`src/rtl/mips_pkg.sv`:
```
// Shared MIPS core definitions: debug controller states, debug word width,
// inter-stage latch widths and control-field widths.
package mips_pkg;

  typedef enum logic [1:0] {
    DBG_IDLE = 2'd0,
    DBG_RUN  = 2'd1,
    DBG_STEP = 2'd2,
    DBG_DONE = 2'd3
  } dbg_state_e;

  localparam int LEN         = 32;
  localparam int NB_PC       = 32;
  localparam int NB_INSTR    = 32;
  localparam int NB_DATA     = 32;
  localparam int NB_REG_ADDR = 5;

  localparam int NB_CTRL_EX  = 8;
  localparam int NB_CTRL_MEM = 4;
  localparam int NB_CTRL_WB  = 2;

  // Payload of each latch; every one fits in the 192-bit chain slot.
  localparam int NB_IF_ID   = NB_PC + NB_INSTR;
  localparam int NB_ID_EX   = NB_PC + 3*NB_DATA + 3*NB_REG_ADDR
                              + NB_CTRL_EX + NB_CTRL_MEM + NB_CTRL_WB;
  localparam int NB_EX_MEM  = NB_PC + 2*NB_DATA + NB_REG_ADDR + NB_CTRL_MEM + NB_CTRL_WB;
  localparam int NB_MEM_WB  = 2*NB_DATA + NB_REG_ADDR + NB_CTRL_WB;

endpackage

```
`src/rtl/pipe_latch_stage.sv`:
```
// One inter-stage latch with its valid bit; priority flush > hold > bubble > load,
// and nothing changes unless the pipeline is enabled this cycle.
module pipe_latch_stage #(
  parameter int NB = 192
) (
  input  logic          i_clk,
  input  logic          i_rst,
  input  logic          i_en,
  input  logic          i_flush,
  input  logic          i_hold,
  input  logic          i_bubble,
  input  logic          i_valid_in,
  input  logic [NB-1:0] i_d,
  output logic [NB-1:0] o_q,
  output logic          o_valid
);

  logic [NB-1:0] r_q;
  logic          r_valid;

  always_ff @(posedge i_clk or negedge i_rst) begin
    if (!i_rst) begin
      r_q     <= '0;
      r_valid <= 1'b0;
    end else if (i_en) begin
      if (i_flush) begin
        r_q     <= '0;
        r_valid <= 1'b0;
      end else if (i_hold) begin
        r_q     <= r_q;
        r_valid <= r_valid;
      end else if (i_bubble) begin
        r_q     <= '0;
        r_valid <= 1'b0;
      end else begin
        r_q     <= i_d;
        r_valid <= i_valid_in;
      end
    end
  end

  assign o_q     = r_q;
  assign o_valid = r_valid;

endmodule

```
`src/rtl/pipe_latch_chain.sv`:
```
// Bank of pipeline latches with stall chain, bubble insertion, run/step/halt
// debug controller, run-cycle counter and registered word readout.
module pipe_latch_chain #(
  parameter  int N_STAGES = 4,
  parameter  int NB_STAGE = 192,
  parameter  int LEN      = 32,
  parameter  int NB_CYCLE = 32,
  localparam int N_WORDS  = (N_STAGES*NB_STAGE + LEN - 1) / LEN,
  localparam int NB_SEL   = (N_WORDS > 1) ? $clog2(N_WORDS) : 1
) (
  input  logic                         i_clk,
  input  logic                         i_rst,
  input  logic [N_STAGES*NB_STAGE-1:0] i_stage_d,
  input  logic [N_STAGES-1:0]          i_stall,
  input  logic [N_STAGES-1:0]          i_flush,
  input  logic                         i_dbg_mode,
  input  logic                         i_step,
  input  logic                         i_halt_req,
  input  logic [NB_SEL-1:0]            i_dbg_sel,
  output logic [N_STAGES*NB_STAGE-1:0] o_stage_q,
  output logic [N_STAGES-1:0]          o_valid,
  output logic                         o_run_en,
  output logic                         o_halted,
  output logic [NB_CYCLE-1:0]          o_cycle_cnt,
  output logic [LEN-1:0]               o_dbg_word
);

  import mips_pkg::*;

  localparam int NB_ALL  = N_STAGES*NB_STAGE;
  localparam int N_SLOTS = 2**NB_SEL;

  dbg_state_e            r_state;
  dbg_state_e            w_state_next;
  logic                  r_step_d;
  logic                  w_step_rise;
  logic                  w_run_en;
  logic                  w_halted;
  logic [N_STAGES-1:0]   w_stall_eff;
  logic [N_STAGES-1:0]   w_bubble;
  logic [N_STAGES-1:0]   w_valid_in;
  logic [N_STAGES-1:0]   w_valid;
  logic [NB_ALL-1:0]     w_q;
  logic [NB_CYCLE-1:0]   r_cycle_cnt;
  logic [LEN-1:0]        r_dbg_word;
  logic [N_WORDS*LEN-1:0] w_flat;
  logic [LEN-1:0]        w_words [N_SLOTS];

  // A latch is frozen if it or any latch downstream of it is stalled.
  always_comb begin
    w_stall_eff = '0;
    for (int k = 0; k < N_STAGES; k++) begin
      w_stall_eff[k] = |(i_stall >> k);
    end
  end

  always_comb begin
    w_bubble = '0;
    for (int k = 1; k < N_STAGES; k++) begin
      w_bubble[k] = w_stall_eff[k-1] & ~w_stall_eff[k];
    end
  end

  assign w_valid_in = {w_valid[N_STAGES-2:0], 1'b1};

  for (genvar g = 0; g < N_STAGES; g++) begin : g_stage
    pipe_latch_stage #(
      .NB (NB_STAGE)
    ) u_stage (
      .i_clk      (i_clk),
      .i_rst      (i_rst),
      .i_en       (w_run_en),
      .i_flush    (i_flush[g]),
      .i_hold     (w_stall_eff[g]),
      .i_bubble   (w_bubble[g]),
      .i_valid_in (w_valid_in[g]),
      .i_d        (i_stage_d[g*NB_STAGE +: NB_STAGE]),
      .o_q        (w_q[g*NB_STAGE +: NB_STAGE]),
      .o_valid    (w_valid[g])
    );
  end

  assign w_step_rise = i_step & ~r_step_d;

  always_ff @(posedge i_clk or negedge i_rst) begin
    if (!i_rst) begin
      r_state  <= DBG_IDLE;
      r_step_d <= 1'b0;
    end else begin
      r_state  <= w_state_next;
      r_step_d <= i_step;
    end
  end

  // STEP always lasts exactly one cycle, so a rise seen there is simply dropped.
  always_comb begin
    w_state_next = r_state;
    case (r_state)
      DBG_IDLE: begin
        if (i_halt_req)                    w_state_next = DBG_DONE;
        else if (!i_dbg_mode)              w_state_next = DBG_RUN;
        else if (w_step_rise)              w_state_next = DBG_STEP;
      end
      DBG_RUN: begin
        if (i_halt_req)                    w_state_next = DBG_DONE;
        else if (i_dbg_mode)               w_state_next = DBG_IDLE;
      end
      DBG_STEP: begin
        if (i_halt_req)                    w_state_next = DBG_DONE;
        else if (!i_dbg_mode)              w_state_next = DBG_RUN;
        else                               w_state_next = DBG_IDLE;
      end
      DBG_DONE:                            w_state_next = DBG_DONE;
      default:                             w_state_next = DBG_IDLE;
    endcase
  end

  always_comb begin
    w_run_en = 1'b0;
    w_halted = 1'b0;
    case (r_state)
      DBG_RUN,
      DBG_STEP: w_run_en = 1'b1;
      DBG_DONE: w_halted = 1'b1;
      default:  w_run_en = 1'b0;
    endcase
  end

  always_ff @(posedge i_clk or negedge i_rst) begin
    if (!i_rst) begin
      r_cycle_cnt <= '0;
    end else if (w_run_en) begin
      r_cycle_cnt <= r_cycle_cnt + 1'b1;
    end
  end

  always_comb begin
    w_flat             = '0;
    w_flat[NB_ALL-1:0] = w_q;
  end

  // Index slots beyond the last real word read as zero.
  for (genvar j = 0; j < N_SLOTS; j++) begin : g_word
    if (j < N_WORDS) begin : g_real
      assign w_words[j] = w_flat[j*LEN +: LEN];
    end else begin : g_pad
      assign w_words[j] = '0;
    end
  end

  always_ff @(posedge i_clk or negedge i_rst) begin
    if (!i_rst) begin
      r_dbg_word <= '0;
    end else begin
      r_dbg_word <= w_words[i_dbg_sel];
    end
  end

  assign o_stage_q   = w_q;
  assign o_valid     = w_valid;
  assign o_run_en    = w_run_en;
  assign o_halted    = w_halted;
  assign o_cycle_cnt = r_cycle_cnt;
  assign o_dbg_word  = r_dbg_word;

endmodule
```
`config.mk`:
```
export PLATFORM = sky130hd
export DESIGN_NAME = pipe_latch_chain
export DESIGN_NICKNAME = d
export VERILOG_FILES = /design/src/rtl/mips_pkg.sv /design/src/rtl/pipe_latch_stage.sv /design/src/rtl/pipe_latch_chain.sv
export SDC_FILE = /design/constraint.sdc
export NUM_CORES = 1
export LEC_CHECK = 0
export CAP_MARGIN = 5
export CORE_AREA = 2 2 634 636
export DETAILED_ROUTE_END_ITERATION = 12
export DIE_AREA = 0 0 636 638
export DONT_BUFFER_PORTS = 1
export PLACE_DENSITY = 0.3
export SYNTH_ARGS = -nofsm -noshare
export SYNTH_HDL_FRONTEND = slang
export SYNTH_SLANG_ARGS = --single-unit
export TNS_END_PERCENT = 1
```
`constraint.sdc`:
```
create_clock -name i_clk -period 2.1 [get_ports i_clk]
set_clock_uncertainty 0.2 [all_clocks]
set_input_delay 0.42 -clock i_clk [delete_from_list [all_inputs] [get_ports i_clk]]
set_output_delay 0.42 -clock i_clk [all_outputs]
set_load 0.05 [all_outputs]
```
* Yosys cells after proc, flatten, opt, wreduce, memory -nomap -nowiden
Index checks and enable logic that the tools add are counted.
** Cells by class
- Add/subtract/negate cells :: 1
- Order comparisons :: 1
- Mux-type cells :: 35
- Bitwise logic cells :: 9
- Reductions and logical operators :: 10
- Equality and inequality tests :: 9
** Operators by type and width (count)
- $mux W192 :: 11
- $bmux W32 S5 :: 1
- $mux W32 :: 2
- $add A32 B1 Y32 const B :: 1
- $mux W1 :: 14
- $mux W2 :: 6
- $reduce_and A2 Y1 :: 5
- $pmux W2 S4 :: 1
- $ge A6 B6 Y1 const B :: 1
- $ne A2 B2 Y1 const B :: 3
- $not A5 Y6 :: 1
- $and A1 B1 Y1 :: 4
- $eq A2 B2 Y1 const B :: 2
- $ne A4 B4 Y1 const B :: 1
- $not A1 Y1 :: 4
- $reduce_or A2 Y1 :: 2
- $reduce_or A4 Y1 :: 1
- $ne A3 B3 Y1 const B :: 1
- $reduce_or A3 Y1 :: 1
- $eq A2 B1 Y1 const B :: 1
- $logic_not A2 Y1 :: 1
- $ne A2 B1 Y1 const B :: 1
** Word-level totals
- Output and inout bits :: 838
- Register bits :: 839
- Input port bits :: 786

* Longest topological paths before layout
Gate-level depths: netlist of run 1.
- Depth after elaboration :: 6
- Mapped depth :: 9
- Gate-level depth less buffers :: 6

* By module
From an unflattened synthesis of run 1, not the netlist that was laid out.
** Unflattened totals
- Cell total of the unflattened synthesis :: 4352
- Area total of the unflattened synthesis :: 40480.1 µm²
** By module, submodules not included
- pipe_latch_stage :: sequential area each 4829.6 µm², instances 4, area an instance 7855.0 µm², cells an instance 859
- pipe_latch_chain :: sequential area each 1676.6 µm², instances 1, area an instance 9059.9 µm², cells an instance 916

* Worst setup path before layout of run 1
No wires, ideal clock.
- Kind :: register to register
- Start :: register r_state[0]
- End :: register r_cycle_cnt[28] (netlist: o_cycle_cnt[28])
- Data required time :: 1818 ps
- Arrival time :: 2301 ps
- Slack :: -483 ps
- Cell stages (with the launch flop) :: 9
- Setup time :: 82 ps
- Cell sequence :: dfrtp_1 -> inv_1 -> ha_1 -> buf_6 -> nand4_4 -> or3_1 -> buf_2 -> nor4_4 -> xor2_1
** Between the ends
- Cells in the longest elaborated chain, start to end :: 3
- Elaborated cells on any way between the ends :: 4
- Those cells by class :: eq/ne: 2; mux: 1; reduce/logical: 1
** RTL lines
- start, declared :: line pipe_latch_chain.sv:33 : dbg_state_e r_state;
- start signal, assigned :: line pipe_latch_chain.sv:90 : r_state <= w_state_next;
- $eq A2 B1 Y1 / $eq A2 B2 Y1 (equally long branches) :: line pipe_latch_chain.sv:121 : case (r_state)
- $reduce_or A2 Y1 (*) :: line pipe_latch_chain.sv:121
- $mux W1 (*) :: line pipe_latch_chain.sv:121
- net o_run_en :: line pipe_latch_chain.sv:22 : output logic o_run_en,
- end signal, assigned :: line pipe_latch_chain.sv:133 : r_cycle_cnt <= r_cycle_cnt + 1'b1;
- end, declared :: line pipe_latch_chain.sv:44 : logic [NB_CYCLE-1:0] r_cycle_cnt;
Mark *: on every way through the listed nets, which the timed path passes. The rest lies on a longest branch.
A chain may end at the register's enable or synchronous reset.

* Final worst setup path of run 1
- Start :: input i_dbg_sel[0]
- End :: register r_dbg_word[15] (netlist: o_dbg_word[15])
** Between the ends
- Cells in the longest elaborated chain, start to end :: 4
** RTL lines
- start, declared :: line pipe_latch_chain.sv:19 : input logic [NB_SEL-1:0] i_dbg_sel,
- $not A5 Y6 (implied by the code) :: line pipe_latch_chain.sv:155 : r_dbg_word <= w_words[i_dbg_sel];
- $bmux W32 S5 :: line pipe_latch_chain.sv:155
- $mux W32 (implied by the code) (2 in a row) :: line pipe_latch_chain.sv:155
- end signal, assigned :: line pipe_latch_chain.sv:155
- end, declared :: line pipe_latch_chain.sv:45 : logic [LEN-1:0] r_dbg_word;
Every way passes these cells. The select of a mux whose other input is x is not followed.

==> reports/results.tsv, run 1 <==
metric	value	unit
outcome	complete, but fails checks	
violations	hold timing, slew limit, setup timing	
async_reset_ff_frac	1.00	
nets	7091	
io_pins	1624	
placedInstanceArea	0.0545	mm²
drt_wl_total	391000	µm
antenna_found_initial	164	
fin_hold_ws	-0.898	ns
multi_input_area	0.0168	mm²
grt_pass1_wl	491000	µm
cts_made_buffers	135	
port_buffers	0	
cts_tree	yes	
crit_path_max_fanout	320	
arrival	3.42	ns
tightest_slew	2.04	ns
register_area	0.0212	mm²
stdcell_area	0.0778	mm²
grt_overflow	0	
drt_iter0_drc	2661	
filler_cell_count	43900	
syn_avg_cell_area	10.1	µm²
clock_latency	0.88	ns
cpPeakStageDelay	0.92	ns
htreeDepth	4	
cp.required	2.61	ns
path_buf_inv	1	
min_path_type	input port to async pin	
dp_hpwl	321000	µm
wire_per_inst	33.4	µm
drc	0	
cp_common_cell	nand3_1	
yosysWarnings	0	
ys_seq_elements	839	
ir_drop	0.668	mV
yosys.area.top_type_share	0.542	
synthCells	3846	
powerDensity	1660	mW/mm²
slew_violations	82	
die_w	636	µm
rsz0062_at_grt	true	
fin_util	0.195	
p_leak	31.9	nW
synth_edf_count	0	
grt_max_degree	840	
core_area	0.399	mm²
clk_pin_slew	0.06	ns
clockBufferDepth	4	
finalSetupViolations	349	
detail-route-antenna-nets	0	
min_period_over_period	1.38	
cp_cell_sequence	mux2i_2 > a22oi_1 > nand3_1 > buf_4 > nand3_1	
worst_setup_path_end_kind	register	
grt.total_usage	0.186	
worst_slack	-0.805	ns
syn_nets	4638	
num_vias	41600	
hold_viol	149	
first_pass_iters	8	
synth_top_area_cell	dfrtp_1	
syn_area	0.0387	mm²
die_y	638	µm
fmax	0.344	GHz
maxCapViolCount	0	
synth_ff_type	dfrtp_1	
crit_type	input port to register	
rows	232	
min_period	2.91	ns
first_global_vias	43500	
timing.critical_path.from_type	input port	
final_cell_mix	dlygate4sd3_1, nand2_1, dfrtp_1, buf_4, o21ai_0	
yosysSeqAreaShare	0.542	
yosys-top-cells-area	dfrtp_1, nand2_1, o21ai_0, mux2i_1, a22o_1	
post_drt_via_cell_ratio	3.55	
slew_headroom	-0.358	
cts-root-buf	clkbuf_16	
crit_family	multiplexers	
start_util	0.0972	
final_common_cell	dlygate4sd3_1	
cpMaxStageDelayCell	mux2i_2	
drive_gt1_frac	0.272	
final.setup.tns	-22.62	ns
clock_sinks	839	
dieArea	0.406	mm²
synth_cell_types	42	
routabilityCongestion	0.996	
area_delta_synth_final	101	%
-- cells in the mapped netlist, types with 3 or more instances --
library cell / n
a21oi_1: 25
a221oi_1: 18
a22o_1: 193
a22oi_1: 96
and4_1: 3
buf_1: 10
buf_2: 85
buf_4: 26
clkbuf_1: 202
dfrtp_1: 839
ha_1: 6
inv_1: 9
mux2i_1: 258
mux4_2: 64
nand2_1: 999
nand2b_1: 219
nand3_1: 82
nand4_1: 6
nor2_1: 19
nor2b_1: 3
nor3_1: 7
nor4_1: 3
nor4_2: 6
o211ai_1: 33
o21ai_0: 581
xnor2_1: 13
xor2_1: 18
-- cell families after synthesis --
family	Yosys count	share of synthesized area
AOI/OAI and AO/OA	950	0.152
xor gates and xnor gates	31	0.00701
adders and majority gates	6	0.00194
buffers and inverters	334	0.0380
DFF	839	0.542
muxes	324	0.104
and+or+nand+nor	1362	0.155
-- timing repair --
action                                  4_1_cts  5_1_grt
gates resized for setup                     836      338
pin swaps                                     2       17
hold buffers                               1425        1
setup buffers                                 1        0
endpoints found under the hold margin      1646      145
gates cloned                                  0        1
endpoints found under the setup margin     1058     1586
-- power by group --
| part | internal (mW) | switching (mW) | leakage [nW] |
|---|---|---|---|
| combinational | 24.1 | 51.1 | 18.7 |
| clock | 14.1 | 9.96 | 2.19 |
| sequential | 22.7 | 6.93 | 11.0 |
| total | 60.9 | 68.0 | 31.9 |
-- worst reg2reg max path: stages, from the launching register on --
cell and delay (ns):
dfrtp_1 0.40, mux4_2 0.57, o211ai_1 1.02, nand3_1 0.20
-- area by class of cell --
cell class,count,share of cell area
Tap cell,5265,0.0847
Timing Repair Buffer,2641,0.367
Sequential cell,839,0.273
Inverter,9,0.000434
Clock buffer,182,0.0489
Clock inverter,52,0.00896
Antenna cell,41,0.00132
Multi-Input combinational cell,2673,0.216
-- routing by layer --
layer,vias up,wire length [µm],track usage
met5,-,674,0
met4,84,14700,0.0582
met3,494,27200,0.0533
met2,1609,199000,0.336
met1,21000,150000,0.210
li1,18400,-,-
-- path summary, 6_finish.rpt --
path | start | to | slack [ns] | cells past startpoint
worst max register to register | g_stage[0].u_stage.o_q[69]$_DFFE_PN0P_ | o_dbg_word[5]$_DFF_PN0_ | -0.44 | 3
min in group i_clk | i_dbg_sel[1] | o_dbg_word[2]$_DFF_PN0_ | 0.05 | 3
max in group asynchronous | i_rst | g_stage[0].u_stage.o_q[93]$_DFFE_PN0P_ | -0.05 | 3
worst min register to register | o_cycle_cnt[28]$_DFFE_PN0P_ | o_cycle_cnt[28]$_DFFE_PN0P_ | 0.32 | 1
worst min-delay path | i_rst | g_stage[2].u_stage.o_q[15]$_DFFE_PN0P_ | -0.90 | 0
worst max-delay path | i_dbg_sel[0] | o_dbg_word[15]$_DFF_PN0_ | -0.81 | 5
-- state kept, by name (all words and copies together) (netlist names) --
signal,flops
g_stage.u_stage.o_q,768
o_cycle_cnt,32
o_dbg_word,32
g_stage.u_stage.o_valid,4
r_state,2
r_step_d,1
-- metrics by stage --
| stage | hold WS, ns | total power, mW | setup slack [ns] | cells |
|---|---|---|---|---|
| after floorplan | -0.0756 | 61.1 | -0.197 | 3846 |
| after CTS | -0.938 | 130 | -0.492 | 11700 |
| after global routing | -0.965 | 135 | -0.406 | 11700 |
| after global placement | 0.00819 | 97.0 | -1.41 | 9989 |
| final | -0.898 | 129 | -0.805 | 11700 |
| after detailed placement | 0.0178 | 96.9 | -1.50 | 9993 |
Power figures use the tool's default switching activity.
==> run 2, diff against run 1 <==
--- a/config.mk
+++ b/config.mk
@@ -7,10 +7,12 @@
 export LEC_CHECK = 0
 export CAP_MARGIN = 5
 export CORE_AREA = 2 2 634 636
+export CTS_CLUSTER_DIAMETER = 40
 export DETAILED_ROUTE_END_ITERATION = 12
 export DIE_AREA = 0 0 636 638
 export DONT_BUFFER_PORTS = 1
 export PLACE_DENSITY = 0.3
+export SLEW_MARGIN = 20
 export SYNTH_ARGS = -nofsm -noshare
 export SYNTH_HDL_FRONTEND = slang
 export SYNTH_SLANG_ARGS = --single-unit
==> run 2 against run 1 <==
  * The run ends with hold timing, setup timing left
  * Critical path depth fell by 2
  * First-iteration DRC count increased by 3.6%
  * Clock power increased by 78%
  * Register-to-register slack better by 0.19 ns
  * Worst hold slack better by 0.26 ns
  * Sequential cell count unchanged
  * Cell area up 7.0%
  * Power grew 15%
  * Sequential share of layout area is 1.8 points lower
  * Setup slack better by 0.54 ns
  * Routed wire length up 3.5%
  * Combinational power increased by 0.7%
  * Critical path type is now register to output port
  * Critical endpoint is now o_run_en
==> reports/results.tsv, run 2 (synthesis results as in run 1) <==
metric	value	unit
filler_cell_count	43400	
cts_hold_buf	1454	
htreeDepth	5	
maxCapViolCount	0	
register_area	0.0212	mm²
drt_wl_total	405000	µm
drc	0	
clockBufferDepth	4	
ir_drop	0.676	mV
die_w	636	µm
io_pins	1624	
core_area	0.399	mm²
crit_type	register to output port	
final_common_cell	dlygate4sd3_1	
nets	7272	
finalNonFillerCells	12000	
die_y	638	µm
clk_pin_slew	0.04	ns
min_path_type	input port to async pin	
clock_sinks	839	
dieArea	0.406	mm²
post_drt_via_cell_ratio	3.59	
largest_reg_flops	768	
detail-route-antenna-nets	0	
cts_tree	yes	
routabilityCongestion	0.996	
cp_cell_sequence	inv_2 > ha_4 > buf_8	
drive_gt1_frac	0.300	
timing.critical_path.from_type	register	
clock_latency	0.92	ns
area_delta_synth_final	115	%
slew_headroom	0.222	
fmax	0.423	GHz
worst_setup_path_end_kind	output port	
violations	hold timing, setup timing	
rsz0062_at_grt	true	
min_period	2.36	ns
wire_per_inst	33.8	µm
fin_hold_ws	-0.637	ns
cpPeakStageDelay	0.37	ns
rows	232	
port_buffers	0	
antenna_found_initial	152	
cts-root-buf	clkbuf_16	
arrival	1.74	ns
worst_slack	-0.264	ns
first_global_vias	45600	
grt_overflow	0	
grt.total_usage	0.190	
pre_cts_ws	-1.33	ns
crit_path_max_fanout	2	
power	148	mW
num_vias	43100	
grt_pass1_wl	503000	µm
cts_made_buffers	268	
tightest_slew	1.16	ns
hold_viol	140	
outcome	complete, but fails checks	
final_cell_mix	dlygate4sd3_1, nand2_1, dfrtp_1, buf_4, o21ai_0	
first_pass_iters	5	
start_util	0.0972	
p_leak	34.7	nW
cpMaxStageDelayCell	dfrtp_1	
dp_cells	10000	
powerDensity	1780	mW/mm²
finalSetupViolations	1022	
drt_iter0_drc	2758	
dp_hpwl	324000	µm
min_period_over_period	1.13	
slew_violations	0	
grt_max_degree	320	
multi_input_area	0.0169	mm²
cp.required	1.48	ns
run 2: cell count changes in the layout (fill, tap and decap cells not counted), moves of 8 or more:
cell,before,now
buf_4,595,678
buf_6,230,171
buf_8,136,125
bufinv_16,10,32
clkbuf_1,23,47
clkbuf_16,137,281
clkbuf_8,23,50
clkinv_16,2,10
clkinv_2,17,49
dlygate4sd3_1,1421,1445
o21ai_0,554,516
o21ai_1,26,61
run 2: power breakdown:
group          internal, mW  switching (mW)  total (mW)
Sequential             22.7            6.83        29.6
Clock                  29.4            13.4        42.8
Combinational          23.9            51.8        75.7
run 2: layer usage:
layer / up-vias / part of all wire / wire, µm / track usage
met3: 582 / 0.068 / 27600 / 0.0546
met4: 56 / 0.039 / 15800 / 0.0633
met5: - / 0.0012 / 503 / 0
li1: 18900 / - / - / -
met1: 21800 / 0.38 / 156000 / 0.213
met2: 1728 / 0.51 / 205000 / 0.344
run 2: area by class of cell:
cell class,instances,share of cell area
antenna,43,0.00129
clock buffer,369,0.0922
clock inverter,111,0.0210
inverter,9,0.000406
multi-input combinational,2673,0.204
sequential,839,0.255
tap,5265,0.0792
timing repair buffer,2689,0.348
run 2: what timing repair did:
| item | 4_1_cts | 5_1_grt |
|---|---|---|
| cloned | 0 | 10 |
| pin swaps | 5 | 47 |
| resized for setup | 751 | 383 |
| buffers inserted | 5 | 1 |
| setup endpoints to repair | 1113 | 1646 |
| endpoints found under the hold margin | 965 | 113 |
run 2: final timing paths:
| check | slack (ns) | depth (start not counted) | endpoint | from |
|---|---|---|---|---|
| max | -0.26 | 3 | o_run_en | r_state[0]$_DFFE_PN0P_ |
| min | -0.64 | 1 | g_stage[2].u_stage.o_q[110]$_DFFE_PN0P_ | i_rst |
| max reg2reg | -0.25 | 3 | o_dbg_word[30]$_DFF_PN0_ | g_stage[0].u_stage.o_q[94]$_DFFE_PN0P_ |
| min reg2reg | 0.33 | 1 | o_cycle_cnt[28]$_DFFE_PN0P_ | o_cycle_cnt[28]$_DFFE_PN0P_ |
| max in group asynchronous | 0.21 | 3 | g_stage[0].u_stage.o_q[75]$_DFFE_PN0P_ | i_rst |
| min in group i_clk | 0.06 | 5 | o_dbg_word[2]$_DFF_PN0_ | i_dbg_sel[3] |
run 2: worst max-delay path, delay by kind of cell, from the launching register on:
| family | cells | cell delay, ns |
|---|---|---|
| adder cells (fa/ha/maj) | 1 | 0.28 |
| buffers and inverters | 2 | 0.22 |
| flip-flops | 1 | 0.37 |
run 2: stage by stage:
step / util / instance area (µm²) / TNS [ns]
detailed placement: 0.137 / 54700 / -192.65
global placement: 0.137 / 54400 / -42.36
finish: 0.209 / 83200 / -60.54
global route: 0.209 / 83100 / -163.85
floorplan: - / 38800 / -19.43
CTS: 0.204 / 81500 / -161.50
